## config.mk

```make
export PLATFORM = sky130hd
export DESIGN_NAME = bt_cmd_rx
export DESIGN_NICKNAME = d
export VERILOG_FILES = /design/src/rtl/bt_pkg.sv /design/src/rtl/baud_tick_gen.sv /design/src/rtl/bt_cmd_rx.sv
export SDC_FILE = /design/constraint.sdc
export NUM_CORES = 1
export LEC_CHECK = 0
export CAP_MARGIN = 20
export CORE_MARGIN = 8
export CORE_UTILIZATION = 50
export CTS_CLUSTER_DIAMETER = 40
export DETAILED_ROUTE_END_ITERATION = 16
export GPL_TIMING_DRIVEN = 0
export PLACE_DENSITY = 0.69
export RECOVER_POWER = 50
export SETUP_SLACK_MARGIN = 0.02
export SYNTH_ARGS = -nofsm -noshare
export SYNTH_HDL_FRONTEND = slang
export SYNTH_SLANG_ARGS = --single-unit
export TNS_END_PERCENT = 100
```

## constraint.sdc

```tcl
create_clock -name clk -period 4.1 [get_ports clk]
set_input_delay 1.23 -clock clk [delete_from_list [all_inputs] [get_ports clk]]
set_output_delay 1.23 -clock clk [all_outputs]
set_load 0.05 [all_outputs]
```

## src/rtl/bt_pkg.sv

```systemverilog
// Shared definitions for the Bluetooth command receiver and its tick generator.
// Holds the FSM state enum, divider/timeout derivations and command width.
// Pure declarations; no logic, so no latency or flow control of its own.
package bt_pkg;

    localparam int CMD_W         = 16;
    localparam int STOP_CODE_DEF = 88;

    typedef enum logic [2:0] {
        ST_IDLE,
        ST_START,
        ST_DATA,
        ST_STOP,
        ST_WAIT_HIGH
    } rx_state_t;

    // Clocks per oversampling tick, integer floor.
    function automatic int calc_div(input int clk_hz, input int baud, input int ovs);
        return clk_hz / (baud * ovs);
    endfunction

    // Clock cycles of silence before the command is dropped.
    function automatic int calc_timeout(input int clk_hz, input int ms);
        return (clk_hz / 1000) * ms;
    endfunction

endpackage

```

## src/rtl/baud_tick_gen.sv

```systemverilog
// Free-running divider: emits a one-clock tick every DIV clocks from reset.
// Latency: first tick DIV clocks after reset release, then every DIV clocks.
// No backpressure; the tick is a pure timing strobe.
module baud_tick_gen #(
    parameter int DIV = 651
) (
    input  logic clk,
    input  logic rst,
    output logic tick
);
    localparam int CW = (DIV > 1) ? $clog2(DIV) : 1;

    logic [CW-1:0] cnt_q;
    logic [CW-1:0] cnt_d;
    logic          wrap;

    // Count 0..DIV-1 and wrap; the wrap cycle is the tick.
    always_comb begin
        wrap  = (cnt_q == CW'(DIV - 1));
        cnt_d = wrap ? '0 : cnt_q + CW'(1);
        tick  = wrap;
    end

    // Divider counter register.
    always_ff @(posedge clk or posedge rst) begin
        if (rst) begin
            cnt_q <= '0;
        end else begin
            cnt_q <= cnt_d;
        end
    end

endmodule

```

## src/rtl/bt_cmd_rx.sv

```systemverilog
// 8N1 UART receiver turning app bytes into a 16-bit command with link-loss failsafe.
// Latency: cmd/cmd_valid update 1 clk after the mid-stop-bit tick (~9.5 bits after start edge).
// No backpressure: cmd_valid/frame_err are single-clock pulses, consumer must sample them.
module bt_cmd_rx
    import bt_pkg::*;
#(
    parameter int CLK_HZ     = 100_000_000,
    parameter int BAUD       = 9600,
    parameter int OVS        = 16,
    parameter int TIMEOUT_MS = 500,
    parameter int STOP_CODE  = STOP_CODE_DEF
) (
    input  logic             clk,
    input  logic             rst,
    input  logic             rx,
    output logic [CMD_W-1:0] cmd,
    output logic             cmd_valid,
    output logic             frame_err,
    output logic             stop_req,
    output logic             link_alive
);
    localparam int DIV   = calc_div(CLK_HZ, BAUD, OVS);
    localparam int LIMIT = calc_timeout(CLK_HZ, TIMEOUT_MS);
    localparam int TW    = $clog2(LIMIT + 1);

    // Start bit is checked half a bit in; data/stop bits one full bit apart.
    localparam logic [3:0] SC_MID    = 4'(OVS / 2 - 1);
    localparam logic [3:0] SC_LAST   = 4'(OVS - 1);
    localparam logic [7:0] STOP_BYTE = 8'(STOP_CODE);

    logic tick;

    baud_tick_gen #(
        .DIV (DIV)
    ) u_tick (
        .clk  (clk),
        .rst  (rst),
        .tick (tick)
    );

    // Two-flop synchroniser; line idles high so both reset to 1.
    logic rx_meta_q;
    logic rs;

    // Synchronise the asynchronous rx line into the clk domain.
    always_ff @(posedge clk or posedge rst) begin
        if (rst) begin
            rx_meta_q <= 1'b1;
            rs        <= 1'b1;
        end else begin
            rx_meta_q <= rx;
            rs        <= rx_meta_q;
        end
    end

    rx_state_t         state_q, state_d;
    logic [3:0]        sc_q, sc_d;
    logic [2:0]        bit_q, bit_d;
    logic [7:0]        shift_q, shift_d;
    logic              byte_ok;
    logic              byte_bad;

    logic [CMD_W-1:0]  cmd_q, cmd_d;
    logic              cmd_valid_q, cmd_valid_d;
    logic              frame_err_q, frame_err_d;
    logic              stop_req_q, stop_req_d;
    logic              link_alive_q, link_alive_d;
    logic [TW-1:0]     to_cnt_q, to_cnt_d;
    logic              to_act_q, to_act_d;
    logic              expire;

    // Frame FSM: start qualification, LSB-first data capture, stop check.
    always_comb begin
        state_d  = state_q;
        sc_d     = sc_q;
        bit_d    = bit_q;
        shift_d  = shift_q;
        byte_ok  = 1'b0;
        byte_bad = 1'b0;
        case (state_q)
            ST_IDLE: begin
                if (!rs) begin
                    state_d = ST_START;
                    sc_d    = '0;
                end
            end
            ST_START: begin
                if (tick) begin
                    if (sc_q == SC_MID) begin
                        if (rs) begin
                            // Low pulse shorter than half a bit: treat as glitch.
                            state_d = ST_IDLE;
                        end else begin
                            state_d = ST_DATA;
                            sc_d    = '0;
                            bit_d   = '0;
                        end
                    end else begin
                        sc_d = sc_q + 4'd1;
                    end
                end
            end
            ST_DATA: begin
                if (tick) begin
                    if (sc_q == SC_LAST) begin
                        sc_d    = '0;
                        shift_d = {rs, shift_q[7:1]};
                        bit_d   = bit_q + 3'd1;
                        if (bit_q == 3'd7) begin
                            state_d = ST_STOP;
                        end
                    end else begin
                        sc_d = sc_q + 4'd1;
                    end
                end
            end
            ST_STOP: begin
                if (tick) begin
                    if (sc_q == SC_LAST) begin
                        sc_d = '0;
                        if (rs) begin
                            byte_ok = 1'b1;
                            state_d = ST_IDLE;
                        end else begin
                            byte_bad = 1'b1;
                            state_d  = ST_WAIT_HIGH;
                        end
                    end else begin
                        sc_d = sc_q + 4'd1;
                    end
                end
            end
            ST_WAIT_HIGH: begin
                // Break or stuck-low line: wait for idle before hunting again.
                if (rs) begin
                    state_d = ST_IDLE;
                end
            end
            default: begin
                state_d = ST_IDLE;
            end
        endcase
    end

    // Command register, pulses and silence timeout; a new byte beats expiry.
    always_comb begin
        cmd_d        = cmd_q;
        cmd_valid_d  = 1'b0;
        frame_err_d  = byte_bad;
        stop_req_d   = stop_req_q;
        link_alive_d = link_alive_q;
        to_cnt_d     = to_cnt_q;
        to_act_d     = to_act_q;
        expire       = to_act_q && (to_cnt_q == TW'(LIMIT - 1));
        if (byte_ok) begin
            cmd_d        = {{(CMD_W - 8){1'b0}}, shift_q};
            cmd_valid_d  = 1'b1;
            stop_req_d   = (shift_q == STOP_BYTE);
            link_alive_d = 1'b1;
            to_cnt_d     = '0;
            to_act_d     = 1'b1;
        end else if (expire) begin
            // Fire once, then park the counter until the next byte.
            cmd_d        = '0;
            stop_req_d   = 1'b0;
            link_alive_d = 1'b0;
            to_act_d     = 1'b0;
        end else if (to_act_q) begin
            to_cnt_d = to_cnt_q + TW'(1);
        end
    end

    // State and datapath registers.
    always_ff @(posedge clk or posedge rst) begin
        if (rst) begin
            state_q      <= ST_IDLE;
            sc_q         <= '0;
            bit_q        <= '0;
            shift_q      <= '0;
            cmd_q        <= '0;
            cmd_valid_q  <= 1'b0;
            frame_err_q  <= 1'b0;
            stop_req_q   <= 1'b0;
            link_alive_q <= 1'b0;
            to_cnt_q     <= '0;
            to_act_q     <= 1'b0;
        end else begin
            state_q      <= state_d;
            sc_q         <= sc_d;
            bit_q        <= bit_d;
            shift_q      <= shift_d;
            cmd_q        <= cmd_d;
            cmd_valid_q  <= cmd_valid_d;
            frame_err_q  <= frame_err_d;
            stop_req_q   <= stop_req_d;
            link_alive_q <= link_alive_d;
            to_cnt_q     <= to_cnt_d;
            to_act_q     <= to_act_d;
        end
    end

    assign cmd        = cmd_q;
    assign cmd_valid  = cmd_valid_q;
    assign frame_err  = frame_err_q;
    assign stop_req   = stop_req_q;
    assign link_alive = link_alive_q;

endmodule
```

Yosys cells after proc, flatten, opt, wreduce, memory -nomap -nowiden
Cells that the tools add are included.

word-level totals
  flip-flop bits (word level) = 76
  input port bits = 3
  output and inout port bits = 20
  logic and storage cells = 93

cells by class
  add/subtract/negate cells = 4
  equality and inequality tests = 22
  muxes and demuxes = 42
  reduce and logical (&&, ||, !) cells = 12

operators with widths
  cell                   number
  $mux 26                3
  $mux 3                 15
  $mux 16                2
  $add 26x1->26 const B  1
  $eq 26x26->1 const B   1
  $ne 2x2->1 const B     11
  $mux 4                 5
  $pmux 3 s5             1
  $mux 1                 12
  $pmux 4 s3             1
  $add 10x1->10 const B  1
  $eq 10x10->1 const B   1
  $mux 10                1
  $reduce_and 9->1       1
  $eq 8x7->1 const B     1
  $eq 3x2->1 const B     2
  $eq 3x3->1 const B     2
  $pmux 3 s2             1
  $reduce_and 3->1       2
  $reduce_and 6->1       1
  $reduce_bool 2->1      3
  $add 4x1->4 const B    1
  $eq 4x3->1 const B     1
  $eq 4x4->1 const B     1
  9 further kinds        9

Depth between registers and ports, before layout
  word-level depth = 6
  depth in mapped cells = 9

Hierarchy
From an unflattened synthesis, not the netlist that was laid out.

second synthesis, totals
  cells, all modules = 328
  area, all modules = 3388.2 µm²

modules (own cells, without submodules)
  module         instances  cells an instance  area an instance (µm²)  sequential area each (µm²)
  bt_cmd_rx      1          281                2860.2                  1453.9
  baud_tick_gen  1          47                 528.0                   250.2

Worst setup path before layout
Ideal clock, no wire load.

  kind = flip-flop to flip-flop
  from = register sc_q[0]
  to = register to_cnt_q[9]
  data arrival time = 1876 ps
  required time = 4034 ps
  path slack = 2158 ps
  cell stages (with the launch flop) = 8
  path buffers = 1
  clock period less this slack = 1942 ps
  path through = dfrtp_1 > ha_1 > and3_1 > and4b_1 > and3_1 > clkbuf_2 > or4_1 > nand2_1

between the ends
  longest elaborated chain between the ends = 6
  elaborated cells between the ends (all ways) = 8

RTL lines
  what                                                       line              RTL
  start: declaration                                         bt_cmd_rx.sv:57   logic [3:0] sc_q, sc_d;
  start signal: assignment                                   bt_cmd_rx.sv:177  sc_q <= '0;
  start signal: assignment                                   bt_cmd_rx.sv:189  sc_q <= sc_d;
  $eq 4x4->1 *                                               bt_cmd_rx.sv:119  if (sc_q == SC_LAST) begin
  $mux 1 *                                                   bt_cmd_rx.sv:119
  $mux 1 *                                                   bt_cmd_rx.sv:118  if (tick) begin
  $mux 1 *                                                   bt_cmd_rx.sv:80   case (state_q)
  $ne 2x2->1 (no line) or $reduce_bool 2->1 (tied branches)  n/a
  $reduce_and 2->1 (no line)                                 n/a
  end signal: assignment                                     bt_cmd_rx.sv:197  to_cnt_q <= to_cnt_d;
  end: declaration                                           bt_cmd_rx.sv:68   logic [TW-1:0] to_cnt_q, to_cnt_d;

Every way passes the cells marked *; elsewhere a longest branch is shown, timed or not.
A chain may end at the register's enable or synchronous reset.

==> summary.md <==
| Metric | Value |
|---|---|
| Core Area | roughly 6700 um^2 |
| Final setup TNS | 0 ns |
| Routed wire length | 6550 um |
| NumNets Final | approximately 390 |
| DRC | 0 |
| Worst Path Required | around 2.9 ns |
| Max IR drop VDD | a little under 200 uV |
| Worst-skew pair later-pin latency | approximately 0.34 ns |
| Final hold vios | 0 |
| Layout Cells excl Fill | 462 |
| Routed vias/inst | about 5.5 |
| Area leader, netlist | dfrtp_1 |
| Slew Viols, Final | 0 |
| Synth Area in Compound Gates | 7.18% |
| Crit path time final | 2.84 ns |
| Clock root cell | clkbuf_8 |
| Synth top area share | a little under half |
| Max FO, Critical Path | 5 |
| CP max-delay cell | clkdlybuf4s50_1 |
| Largest family of logic cells by synthesized area | simple AND/OR/NAND/NOR gates |
| Syn-to-layout area delta | 11.9% |
| Adder-cell share of the synthesized area | 2.18% |
| Hold Crit Class | flop to flop |
| Design Power | between 1 and 1.5 mW |
| Largest net degree at the start of global routing | 69 |
| Post-synthesis mux area share | approximately 4.4% |
| PortBufs | 14 |
| Num CTS Buffers | 9 |
| #FFs+latches synth | 68 |
| Row count | 30 |
| CP top delay family | buffers and inverters |
| Distinct cells, synth | 55 |
| TritonCTS clock tree | yes |
| N_diodes | 0 |
| Post-synthesis cell area | 3450 um^2 |
| Synth Area in XOR/XNOR | ~7% |
| GPL Wtd Cong | 0.829 |
| CP Capture Type | output pin |
| Global-route wire length before repair | ~11000 um |
| CP peak stage delay | about 0.84 ns |
| Die Ht | slightly below 100 um |
| # Post-CTS Setup Buffers | 0 |
| Synthesis warning total | 0 |
| Gr usage total | 14.1% |
| Status | finished, final reports clean |
| Starting DRT DRC Count | 77 |
| DIE AREA | around 9800 um^2 |
| Final ANT Viol Nets | 0 |
| Vias in the first global route | between 2000 and 2500 |
| Max-cap violations | 0 |
| Post-synthesis sequential area ratio | 49.4% |
| Critical path buffer and inverter count | 1 |
| Final period utilization | 69.2% |
| # H-tree levels | 3 |
| Synth Area in Simple Gates | 25.3% |
| EDFF count, synth | 0 |
| Pwr dens | about 310 nW/um^2 |
| Fraction of layout cells with a size suffix above 1 | 9.16% |
| Crit path launch type | flop |
| Final number of setup-violating endpoints | 0 |
| Most common cell in the synthesized netlist | dfrtp_1 |
| # resized after CTS | 0 |
| Crit path kind | flop to output pin |
| Finished Cell Area | between 3000 and 4000 um^2 |
| DP Cell Count | roughly 450 |
| Initial DRT Pass Iterations | 4 |
| Initial antenna violation count | 0 |
| Async S/R FF share, synth | 100% |
| Final Skew | approximately 0.014 ns |
| Syn_area_per_cell | 9.97 um^2 |
| Dpl cell area | 3720 um^2 |
| Reg clk slew, reported paths | ~0.08 ns |
| RSZ-0062 raised after global routing | no |
| Top Ports | 23 |
| Slew Limit Headroom | 46.2% |
| CTS Hold Bufs | 0 |
| Crit-path cells | clkdlybuf4s50_1 |
| Via count | between 2000 and 3000 |
| Die X-Extent | just under 100 um |
| GRT overflow | 0 |
| Post-synth top cells | 66 x dfrtp_1, 39 x nor2_1, 38 x nand2_1, 26 x nand3_1, 20 x xor2_1 |
| PnR worst setup slack | between 1 and 1.5 ns |
| Top_reg_cell synth | dfrtp_1 |
| Worst slew pin tran | ~0.8 ns |
| Leak | between 1.5 and 2 nW |
| Clk sinks | about 70 |
| Initial Utilization | 51.3% |
| CTS Buffer Depth | 2 |
| Largest cells by area after synthesis | dfrtp_1 48%, xor2_1 5.1%, nor2_1 4.2% |
| Final HPWL DP | about 4600 um |
| Avg WL per Cell | 14.2 um |
| Pre-CTS WS | approximately 1.6 ns |
| Worst Path Arrival | ~1.6 ns |
| Cells after Synth | 346 |
| Fmax | roughly 0.35 GHz |
[final timing paths]
path                                 start      endpoint  slack (ns)  cells past startpoint
hold reg to reg                  rx_meta_q            rs        0.37                      0
setup / recovery                  to_act_q    link_alive        1.26                      1
min in group asynchronous              rst    shift_q[4]        1.54                      2
max in group asynchronous              rst  to_cnt_q[13]        2.03                      2
setup reg to reg           u_tick.cnt_q[5]        cmd[7]        1.58                      8
hold / removal                   rx_meta_q            rs        0.37                      0
[metrics by stage]
stage                     util [%]  hold WS (ns)
after floorplan                  -         0.345
after global placement        55.3         0.346
after detailed placement      55.3         0.348
after CTS                     57.9         0.369
after global routing          57.4         0.373
final                         57.4         0.372
[power breakdown]
group          internal, mW  switching [mW]
Combinational       0.00776          0.0324
Sequential            0.672        0.000279
Clock                 0.235           0.262
Total                 0.914           0.294
[cell families (layout without fill, tap and decap cells)]
kind of cell | after synthesis | in the layout
AND/OR/NAND/NOR | 165 | 165
flip-flops | 68 | 68
AO/OA/AOI/OAI | 36 | 36
XOR/XNOR | 28 | 28
buffers and inverters | 28 | 57
multiplexers | 14 | 14
adder cells (fa/ha/maj) | 6 | 6
other | 1 | 8
[flip-flops by register name (all words and copies together), names as in the netlist]
name	cells
to_cnt_q	26
u_tick.cnt_q	10
cmd	8
shift_q	8
sc_q	4
bit_q	3
state_q	3
cmd_valid	1
frame_err	1
rs	1
rx_meta_q	1
stop_req	1
to_act_q	1
[worst register-to-register path, cell delays in order, from the launching register on]
cell      delay, ns
dfrtp_1        0.42
nor4b_1        0.51
and4_4         0.29
clkbuf_1       0.25
and3_1         0.20
clkbuf_1       0.22
clkbuf_1       0.40
nand2_1        0.11
nand2_1        0.08
[cell usage in the layout, fill, tap and decap left out, types with 3 or more instances in the layout]
cell and count:
or3_1 4, nand2_1 38, conb_1 8, xnor2_1 8, and3_1 8, mux2_1 8, nor3_1 4, nand4_1 17
nand3_1 26, nor3b_1 4, inv_1 6, a21oi_1 7, clkbuf_8 10, dfrtp_1 66, o2111ai_1 3, clkbuf_1 12
xor2_1 20, ha_1 6, clkdlybuf4s50_1 12, o21ai_0 10, nor2_1 39, nor4_1 3, and4_1 3, mux2i_1 5
o211ai_1 4, buf_4 8
[final cells by class]
type	instances	area [um^2]
Buffer	21	110
Clock buffer	10	138
Clock inverter	5	37.5
Fill cell	589	2860
Inverter	7	28.8
Multi-Input combinational cell	257	1600
Sequential cell	68	1700
Tap cell	80	100
Timing Repair Buffer	14	140
[metal layers]
| metal | track usage, % | routed length, um | vias to the layer above |
|---|---|---|---|
| met4 | 5.08 | 76 | 0 |
| met3 | 4.02 | 272 | 12 |
| met1 | 17.6 | 3220 | 1237 |
| li1 | - | - | 1275 |
| met2 | 22.6 | 2990 | 34 |
| met5 | 0 | 0 | - |
(Power assumes the default switching activity.)
